`config.mk`:
```
export PLATFORM = sky130hd
export DESIGN_NAME = score_tracker
export DESIGN_NICKNAME = d
export VERILOG_FILES = /design/src/rtl/score_tracker_pkg.sv /design/src/rtl/bcd_seg_decoder.sv /design/src/rtl/score_tracker.sv
export SDC_FILE = /design/constraint.sdc
export NUM_CORES = 1
export LEC_CHECK = 0
export CORE_UTILIZATION = 51
export CTS_CLUSTER_DIAMETER = 200
export DETAILED_ROUTE_END_ITERATION = 7
export PLACE_DENSITY_LB_ADDON = 0.08
export SKIP_LAST_GASP = 1
export SYNTH_ARGS = -nofsm -noshare
export SYNTH_HDL_FRONTEND = slang
export SYNTH_HIERARCHICAL = 1
export SYNTH_SLANG_ARGS = --single-unit
```
`constraint.sdc`:
```
create_clock -name Clock -period 3.1 [get_ports Clock]
set_clock_uncertainty 0.2 [all_clocks]
set_input_delay 0.31 -clock Clock [delete_from_list [all_inputs] [get_ports Clock]]
set_output_delay 0.31 -clock Clock [all_outputs]
set_load 0.05 [all_outputs]
```
`src/rtl/score_tracker_pkg.sv`:
```
// Shared game definitions: FSM encoding,
// seven-segment patterns and default tuning.
package score_tracker_pkg;

  typedef enum logic {
    ST_PLAYING = 1'b0,
    ST_ENDED   = 1'b1
  } state_e;

  localparam int DEF_LEVEL_STEP = 10;
  localparam int DEF_MAX_LEVEL  = 7;

  // Active-low segments, gfedcba order.
  localparam logic [6:0] SEG_BLANK = 7'b1111111;

  localparam logic [6:0] SEG_DIGIT [0:9] = '{
    7'b1000000,
    7'b1111001,
    7'b0100100,
    7'b0110000,
    7'b0011001,
    7'b0010010,
    7'b0000010,
    7'b1111000,
    7'b0000000,
    7'b0010000
  };

endpackage

```
`src/rtl/bcd_seg_decoder.sv`:
```
// One BCD digit to active-low seven-segment.
// Non-decimal codes show blank.
module bcd_seg_decoder
  import score_tracker_pkg::*;
(
  input  logic [3:0] bcd_i,
  output logic [6:0] seg_o
);

  // Pure lookup, blank for 10..15.
  always_comb begin
    seg_o = SEG_BLANK;
    case (bcd_i)
      4'd0:    seg_o = SEG_DIGIT[0];
      4'd1:    seg_o = SEG_DIGIT[1];
      4'd2:    seg_o = SEG_DIGIT[2];
      4'd3:    seg_o = SEG_DIGIT[3];
      4'd4:    seg_o = SEG_DIGIT[4];
      4'd5:    seg_o = SEG_DIGIT[5];
      4'd6:    seg_o = SEG_DIGIT[6];
      4'd7:    seg_o = SEG_DIGIT[7];
      4'd8:    seg_o = SEG_DIGIT[8];
      4'd9:    seg_o = SEG_DIGIT[9];
      default: seg_o = SEG_BLANK;
    endcase
  end

endmodule

```
`src/rtl/score_tracker.sv`:
```
// BCD score counter with speed level, session
// high score and seven-segment score display.
module score_tracker
  import score_tracker_pkg::*;
#(
  parameter int DIGITS     = 4,
  parameter int LEVEL_STEP = DEF_LEVEL_STEP,
  parameter int MAX_LEVEL  = DEF_MAX_LEVEL
) (
  input  logic                Clock,
  input  logic                Reset,
  input  logic                point_tick,
  input  logic                game_over,
  input  logic                clear_score,
  output logic [4*DIGITS-1:0] score_bcd,
  output logic [4*DIGITS-1:0] high_bcd,
  output logic [2:0]          level,
  output logic                level_up,
  output logic                new_high,
  output logic [7*DIGITS-1:0] HEX_score
);

  localparam logic [7:0] STEP = 8'(LEVEL_STEP);
  localparam logic [2:0] LMAX = 3'(MAX_LEVEL);

  state_e              st_q, st_d;
  logic [4*DIGITS-1:0] score_q, score_d;
  logic [4*DIGITS-1:0] high_q, high_d;
  logic [4*DIGITS-1:0] inc_bcd;
  logic [2:0]          level_q, level_d;
  logic [7:0]          pts_q, pts_d;
  logic                lvup_q, lvup_d;
  logic                newhi_q, newhi_d;
  logic                tprev_q, gprev_q;
  logic                carry;
  logic                tick_rise, go_rise;

  assign tick_rise = point_tick & ~tprev_q;
  assign go_rise   = game_over & ~gprev_q;

  // BCD +1 with ripple carry; carry out means all-nines.
  always_comb begin
    carry   = 1'b1;
    inc_bcd = score_q;
    for (int i = 0; i < DIGITS; i++) begin
      if (carry) begin
        if (score_q[4*i +: 4] == 4'd9) begin
          inc_bcd[4*i +: 4] = 4'd0;
        end else begin
          inc_bcd[4*i +: 4] = score_q[4*i +: 4] + 4'd1;
          carry = 1'b0;
        end
      end
    end
  end

  // Next state: clear > game end > counted tick.
  always_comb begin
    st_d    = st_q;
    score_d = score_q;
    high_d  = high_q;
    level_d = level_q;
    pts_d   = pts_q;
    lvup_d  = 1'b0;
    newhi_d = newhi_q;
    if (clear_score) begin
      st_d    = ST_PLAYING;
      score_d = '0;
      level_d = '0;
      pts_d   = '0;
      newhi_d = 1'b0;
    end else if (go_rise && st_q == ST_PLAYING) begin
      st_d = ST_ENDED;
      // Packed BCD compares like MSD-first digits.
      if (score_q > high_q) begin
        high_d  = score_q;
        newhi_d = 1'b1;
      end else begin
        newhi_d = 1'b0;
      end
    end else if (tick_rise && !game_over &&
                 st_q == ST_PLAYING && !carry) begin
      score_d = inc_bcd;
      if (pts_q + 8'd1 >= STEP) begin
        pts_d = '0;
        if (level_q < LMAX) begin
          level_d = level_q + 3'd1;
          lvup_d  = 1'b1;
        end
      end else begin
        pts_d = pts_q + 8'd1;
      end
    end
  end

  // State registers with synchronous reset.
  always_ff @(posedge Clock) begin
    if (Reset) begin
      st_q    <= ST_PLAYING;
      score_q <= '0;
      high_q  <= '0;
      level_q <= '0;
      pts_q   <= '0;
      lvup_q  <= 1'b0;
      newhi_q <= 1'b0;
      tprev_q <= 1'b0;
      gprev_q <= 1'b0;
    end else begin
      st_q    <= st_d;
      score_q <= score_d;
      high_q  <= high_d;
      level_q <= level_d;
      pts_q   <= pts_d;
      lvup_q  <= lvup_d;
      newhi_q <= newhi_d;
      tprev_q <= point_tick;
      gprev_q <= game_over;
    end
  end

  assign score_bcd = score_q;
  assign high_bcd  = high_q;
  assign level     = level_q;
  assign level_up  = lvup_q;
  assign new_high  = newhi_q;

  for (genvar g = 0; g < DIGITS; g++) begin : g_seg
    bcd_seg_decoder u_dec (
      .bcd_i (score_q[4*g +: 4]),
      .seg_o (HEX_score[7*g +: 7])
    );
  end

endmodule

```
==> results of run 1 <==
==> worst max-delay path, cell delays in order (launching register included) <==
cell	delay, ns
dfxtp_1	0.52
inv_1	0.14
ha_1	0.25
nand2_1	0.07
o21ai_0	0.07
o21ai_0	0.16
clkdlybuf4s50_1	0.82
==> cells in the mapped netlist, types with 2 or more instances <==
cell type and number:
nand3_1 7, xnor2_1 4, nand4bb_1 2, nand2_1 26, buf_2 5, inv_1 31
nand3b_1 3, nor3_1 7, ha_1 39, nor2_1 56, o21ai_0 30, or3_1 4
buf_6 4, xor2_1 7, nand2b_1 18, or2_1 4, nor2b_1 9, a31oi_1 6
nand4_1 8, nor3b_1 2, a21oi_2 4, clkbuf_1 7, mux2i_1 17, dfxtp_1 48
or2b_1 4, and3_1 7, a21oi_1 31, a41o_1 2
==> through the flow <==
| stage | worst slack (ns) | std cells | total power, mW | hold WS (ns) | util [%] |
|---|---|---|---|---|---|
| finish | 0.255 | 575 | 1.03 | 0.318 | 67.5 |
| global route | 0.00878 | 575 | 1.08 | 0.335 | 67.5 |
| CTS | 0.138 | 575 | 1.04 | 0.321 | 67.5 |
| detailed placement | 0.387 | 568 | 0.694 | 0.305 | 66.3 |
| global placement | 0.496 | 568 | 0.693 | 0.287 | 66.3 |
| floorplan | 0.0971 | 418 | 0.672 | 0.238 | - |
==> cell type report <==
| class | instances | area (um^2) | share of cell area, % |
|---|---|---|---|
| inverter | 31 | 116 | 2.71 |
| clock inverter | 1 | 5.00 | 0.117 |
| clock buffer | 6 | 72.6 | 1.69 |
| multi-input combinational | 322 | 2190 | 51.0 |
| tap | 77 | 96.3 | 2.25 |
| timing repair buffer | 90 | 848 | 19.8 |
| sequential | 48 | 962 | 22.4 |
==> cell usage in the layout, fill, tap and decap left out, types with 5 or more instances in the layout <==
cell type,n
xor2_1,7
a31oi_1,6
nand3_1,7
nand2b_1,18
nor2b_1,9
nor3_1,7
a21oi_1,31
clkdlybuf4s50_1,69
nand4_1,8
and3_1,7
nand2_1,26
o21ai_0,30
ha_1,39
buf_4,21
inv_1,31
nor2_1,56
mux2i_1,17
clkbuf_8,5
dfxtp_1,47
==> worst min path at each step <==
stage,end,cells after the start,startpoint,slack [ns]
5_1_grt,score_bcd[0]$_SDFFE_PP0P_,2,score_bcd[0]$_SDFFE_PP0P_,0.33
4_1_cts,pts_q[6]$_SDFFE_PP0P_,1,pts_q[6]$_SDFFE_PP0P_,0.32
2_1_floorplan,gprev_q$_SDFF_PP0_,1,game_over,0.24
6_report,pts_q[6]$_SDFFE_PP0P_,1,pts_q[6]$_SDFFE_PP0P_,0.32
3_3_place_gp,score_bcd[0]$_SDFFE_PP0P_,2,score_bcd[0]$_SDFFE_PP0P_,0.29
3_5_place_dp,pts_q[6]$_SDFFE_PP0P_,1,pts_q[6]$_SDFFE_PP0P_,0.31
==> metal layers <==
metal | part of all wire [%] | up-vias | GRT usage, % | routed length (um)
met5 | 0 | - | 0 | 0
met4 | 1.2 | 0 | 5.49 | 92
met3 | 3.2 | 9 | 3.68 | 236
met2 | 48 | 55 | 38.3 | 3530
met1 | 48 | 1388 | 27.5 | 3510
li1 | - | 1591 | - | -
==> sequential cells by signal, summed over array words and instances, names as in the netlist <==
signal     count
gprev_q        1
high_bcd      16
level          3
level_up       1
new_high       1
pts_q          8
score_bcd     16
st_q           1
tprev_q        1
==> report_power, final <==
group	internal (mW)	leakage [nW]	switching, mW
Clock	0.154	0.0410	0.198
Sequential	0.619	0.388	0.00262
Combinational	0.0213	1.21	0.0363
==> cells by family after synthesis <==
group,Yosys count
buf+inv,48
mux,17
xor+xnor,11
compound gates,87
simple gates,168
flops,48
fa+ha+maj,39
==> what timing repair did <==
action / 4_1_cts / 5_1_grt
endpoints found under the hold margin: 0 / 0
setup endpoints to repair: 0 / 3
resized for setup: 0 / 1
==> results.ini, run 1 <==
[outcome]
status=complete, no violations

[timing]
finalHoldViolations=0
slew_violations=0
finalCriticalPeriod_ns=2.84
fmax_mhz=352
final.period_utilization_pct=91.8
slew_headroom_pct=40.1
setup_tns_ns=0
rsz0062_at_grt=no
setup_violations=0
worst_pin_slew_ns=0.887

[cells_and_area]
syn2layout_area_growth_pct=27.3
final_nets=542
final_cell_area_um2=4290
n_antenna_cell=0
n_fill_cell=580
layout-drive-gt1-share_pct=8.43

[global_route]
antenna_found_initial=0
grt_usage_pct=21.8
first_global_vias=2829
grt_max_degree=25
grt_overflow=0
grt_pass1_wl_mm=12.6

[synth]
ys_ff_latch=48
synth_edf_count=0
synth_top_cell_area_share_pct=28.5
yosysSeqAreaShare_pct=28.5
synthAdderAreaFrac_pct=14.5
synth-xor-area-share_pct=2.86
synth-compound-area-share_pct=16.2
avgSynthCellArea_um2=8.06
synth_area_um2=3370
synth_top_family_by_area=simple AND/OR/NAND/NOR gates
ys_warn_count=6
async_flop_share_pct=0
synth_ff_type=dfxtp_1
synth_top_area_cell=dfxtp_1
netlist_instances=418
muxShareOfSynthArea_pct=5.05
ys_top_cells_by_area=dfxtp_1, ha_1, nor2_1
synthDistinctLibCells=54
synth_nets=462
yosys.area_share.simple_pct=26.4

[placed_design]
io_buffers=69
place_area_um2=4210
gp_congestion=0.816
dp_hpwl_mm=5.50

[power]
peakVddDrop_uv=227
p_leak_nw=1.64
cellPowerDensity_nw_per_um2=240

[route]
wl_per_cell_um=12.8
vias_per_cell=5.29
drt-pass1-iter-count=4
drt_iter0_drc=89
vias=3043
wl_mm=7.37
drc=0
ant_nets=0

[die]
core_area_um2=6350
rows=29
die_w_um=83.3
die_y_um=83.3
die_area_um2=6930
io_pins=70
start_util_pct=53.0

[job]
drv_cap=0

[setup_path]
critPathLaunchType=register
crit_arrival_ns=2.33
cp_max_fo=9
cp-endpoint=HEX_score[11]
crit_required_ns=2.59
rr_startpoint=score_bcd[15]$_SDFFE_PP0P_
end_kind=primary output
rr_worst_depth=7
crit_path_start=score_bcd[4]$_SDFFE_PP0P_
rrSetupSlack_ns=0.35
rr_endpoint=pts_q[2]$_SDFFE_PP0P_
crit_type=reg2out

[cts]
clock-root-buffer=clkbuf_8
cts_tree=built
clk_pin_slew_worst_paths_ns=0.08
numCtsBuffers=5
postCtsSetupBuffers=0
cts.sinks=48
hold_buffers=0
clock_path_buffers=2
h-tree-depth=2
clock_latency_ns=0.30

[hold_path]
hp-class=reg2reg

Note: power is estimated with default switching activity, not from simulation.
==> inputs of run 2 (changes only) <==
Settings changed: ABC_AREA from default to 1, GPL_ROUTABILITY_DRIVEN from default to 0, MAX_ROUTING_LAYER from default to met4.
==> results.ini, run 2 <==
[outcome]
status=complete, no violations

[setup_path]
end_kind=primary output
cp_max_fo=11  ; +2
cpPeakStageDelay_ns=0.80  ; -0.02 ns
crit_required_ns=2.59  ; about the same
critPathMostFrequentCell=nand2_1
slowest_stage=clkdlybuf4s50_1
worstPathCellList=inv_1 > ha_1 > nand2_1 > nand3_1 > nand2_1 > clkdlybuf4s50_1
crit_type=reg2out
critPathLaunchType=register
crit_arrival_ns=2.40  ; +0.07 ns

[die]
rows=30  ; +3.4%
start_util_pct=52.4  ; -0.64 points
die_w_um=85.3  ; +2.5%
core_area_um2=6760  ; +6.4%
io_pins=70  ; unchanged
die_area_um2=7280  ; +5.0%
die_y_um=85.3  ; +2.5%

[synth]
ys_top_cells_by_area=dfxtp_1, nand2_1, ha_1
netlist_instances=558  ; +33%
synth-xor-area-share_pct=0.989  ; -1.9 points
yosysSeqAreaShare_pct=27.1  ; -1.4 points
avgSynthCellArea_um2=6.35  ; -21%
yosys.area_share.simple_pct=38.4  ; +12 points
synthAdderAreaFrac_pct=13.8  ; -0.71 points
yosysMostFrequentCell=nand2_1
synth_ff_type=dfxtp_1
ys_warn_count=6  ; unchanged
synth_top_cell_area_share_pct=27.1  ; -1.4 points
synth_edf_count=0  ; unchanged
synth_top_family_by_area=simple AND/OR/NAND/NOR gates
async_flop_share_pct=0  ; unchanged
synth_top_area_cell=dfxtp_1
muxShareOfSynthArea_pct=0  ; -5.1 points
synth-compound-area-share_pct=7.70  ; -8.5 points
synth_nets=602  ; +30%
synthDistinctLibCells=29  ; -46%
synthTopCellsByCount=nand2_1, inv_1, nor2_1
synth_area_um2=3540  ; +5.1%
ys_ff_latch=48  ; unchanged

[route]
drc=0  ; unchanged
vias=3587  ; +18%
wl_per_cell_um=11.4  ; -11%
wl_mm=8.11  ; +10%
vias_per_cell=5.05  ; -4.7%
drt_iter0_drc=138  ; +55%
ant_nets=0  ; unchanged
drt-pass1-iter-count=5  ; +1

[placed_design]
dp_hpwl_mm=6.04  ; +9.9%
pre_cts_ws_ns=0.523  ; +0.136 ns
io_buffers=69  ; unchanged
dp_cells=703  ; +24%
place_area_um2=4320  ; +2.7%

[cts]
hold_buffers=0  ; unchanged
h-tree-depth=2  ; unchanged
cts_tree=built
clock-root-buffer=clkbuf_8
ctsResizeCount=0  ; unchanged
clock_path_buffers=2  ; unchanged
cts.sinks=48  ; unchanged
numCtsBuffers=5  ; unchanged
clk_pin_slew_worst_paths_ns=0.09  ; about the same
postCtsSetupBuffers=0  ; unchanged
clock_latency_ns=0.30  ; about the same

[timing]
slew_violations=0  ; unchanged
setup_tns_ns=0  ; unchanged
fmax_mhz=344  ; -2.2%
finalHoldViolations=0  ; unchanged
final.period_utilization_pct=93.8  ; +2.0 points
worst_pin_slew_ns=0.543  ; -0.344 ns
setup_slack_ns=0.193  ; -0.0627 ns
slew_headroom_pct=63.7  ; +24 points
rsz0062_at_grt=no
finalCriticalPeriod_ns=2.91  ; +0.0627 ns
setup_violations=0  ; unchanged

[power]
power_mw=1.94  ; +89%
peakVddDrop_uv=337  ; +48%
cellPowerDensity_nw_per_um2=440  ; +83%
p_leak_nw=2.08  ; +27%

[cells_and_area]
final_nets=674  ; +24%
n_antenna_cell=0  ; unchanged
final_cell_area_um2=4410  ; +2.9%
most-common-layout-cells=nand2_1, inv_1, clkdlybuf4s50_1
layout-drive-gt1-share_pct=5.55  ; -2.9 points
final_cells=711  ; +24%
syn2layout_area_growth_pct=24.7
layout_commonest_cell=nand2_1

[global_route]
antenna_found_initial=0  ; unchanged
grt_max_degree=19  ; -24%
grt_overflow=0  ; unchanged
first_global_vias=3141  ; +11%
grt_pass1_wl_mm=13.8  ; +9.7%
grt_usage_pct=23.8  ; +2.1 points

[hold_path]
hp-class=reg2reg

[job]
drv_cap=0  ; unchanged

[run 2: worst paths after layout]
kind | startpoint | to | slack, ns | depth (start not counted)
max reg2reg | score_bcd[14]$_SDFFE_PP0P_ | high_bcd[11]$_SDFFE_PP0P_ | 0.63 | 8
min | pts_q[5]$_SDFFE_PP0P_ | pts_q[5]$_SDFFE_PP0P_ | 0.26 | 2
min reg2reg | pts_q[5]$_SDFFE_PP0P_ | pts_q[5]$_SDFFE_PP0P_ | 0.26 | 2
max | score_bcd[5]$_SDFFE_PP0P_ | HEX_score[10] | 0.19 | 6
[run 2: layout make-up]
class                      instances  area [um^2]
clock buffer                       6         82.6
clock inverter                     2         10.0
fill                             626         2340
inverter                         100          375
multi-input combinational        401         2160
sequential                        48          961
tap                               80          100
timing repair buffer              74          728
[run 2: cells by family (layout without fill, tap and decap cells)]
logic type                 Yosys count  after routing
AOI/OAI and AO/OA                   51             51
xor gates and xnor gates             4              4
adders and majority gates           39             39
buffers and inverters              109            182
DFF                                 48             48
and+or+nand+nor                    307            307
[run 2: critical path: cells and delay by family, from the launching register on]
family	cells	cell delay (ns)
simple gates	3	0.22
buf+inv	2	0.95
flops	1	0.62
fa+ha+maj	1	0.30
[run 2: power breakdown]
group	internal (mW)	switching, mW
clock network	0.179	0.220
logic	0.231	0.630
registers	0.661	0.0242
[run 2: through the flow]
step / hold slack [ns] / util [%]
floorplan: 0.182 / -
global placement: 0.242 / 64.0
detailed placement: 0.255 / 64.0
CTS: 0.268 / 65.3
global route: 0.290 / 65.3
finish: 0.263 / 65.3
[run 2: metal layers]
layer | wire length, um | GRT usage, %
met1 | 3880 | 30.1
met2 | 3790 | 39.5
met3 | 343 | 3.89
met4 | 95 | 6.82
met5 | 0 | -
==> inputs of run 3 (changes only) <==
Settings changed: SLEW_MARGIN from default to 20.
==> results of run 3 <==
The final DEF is identical to that of run 2; final timing and power are the same.
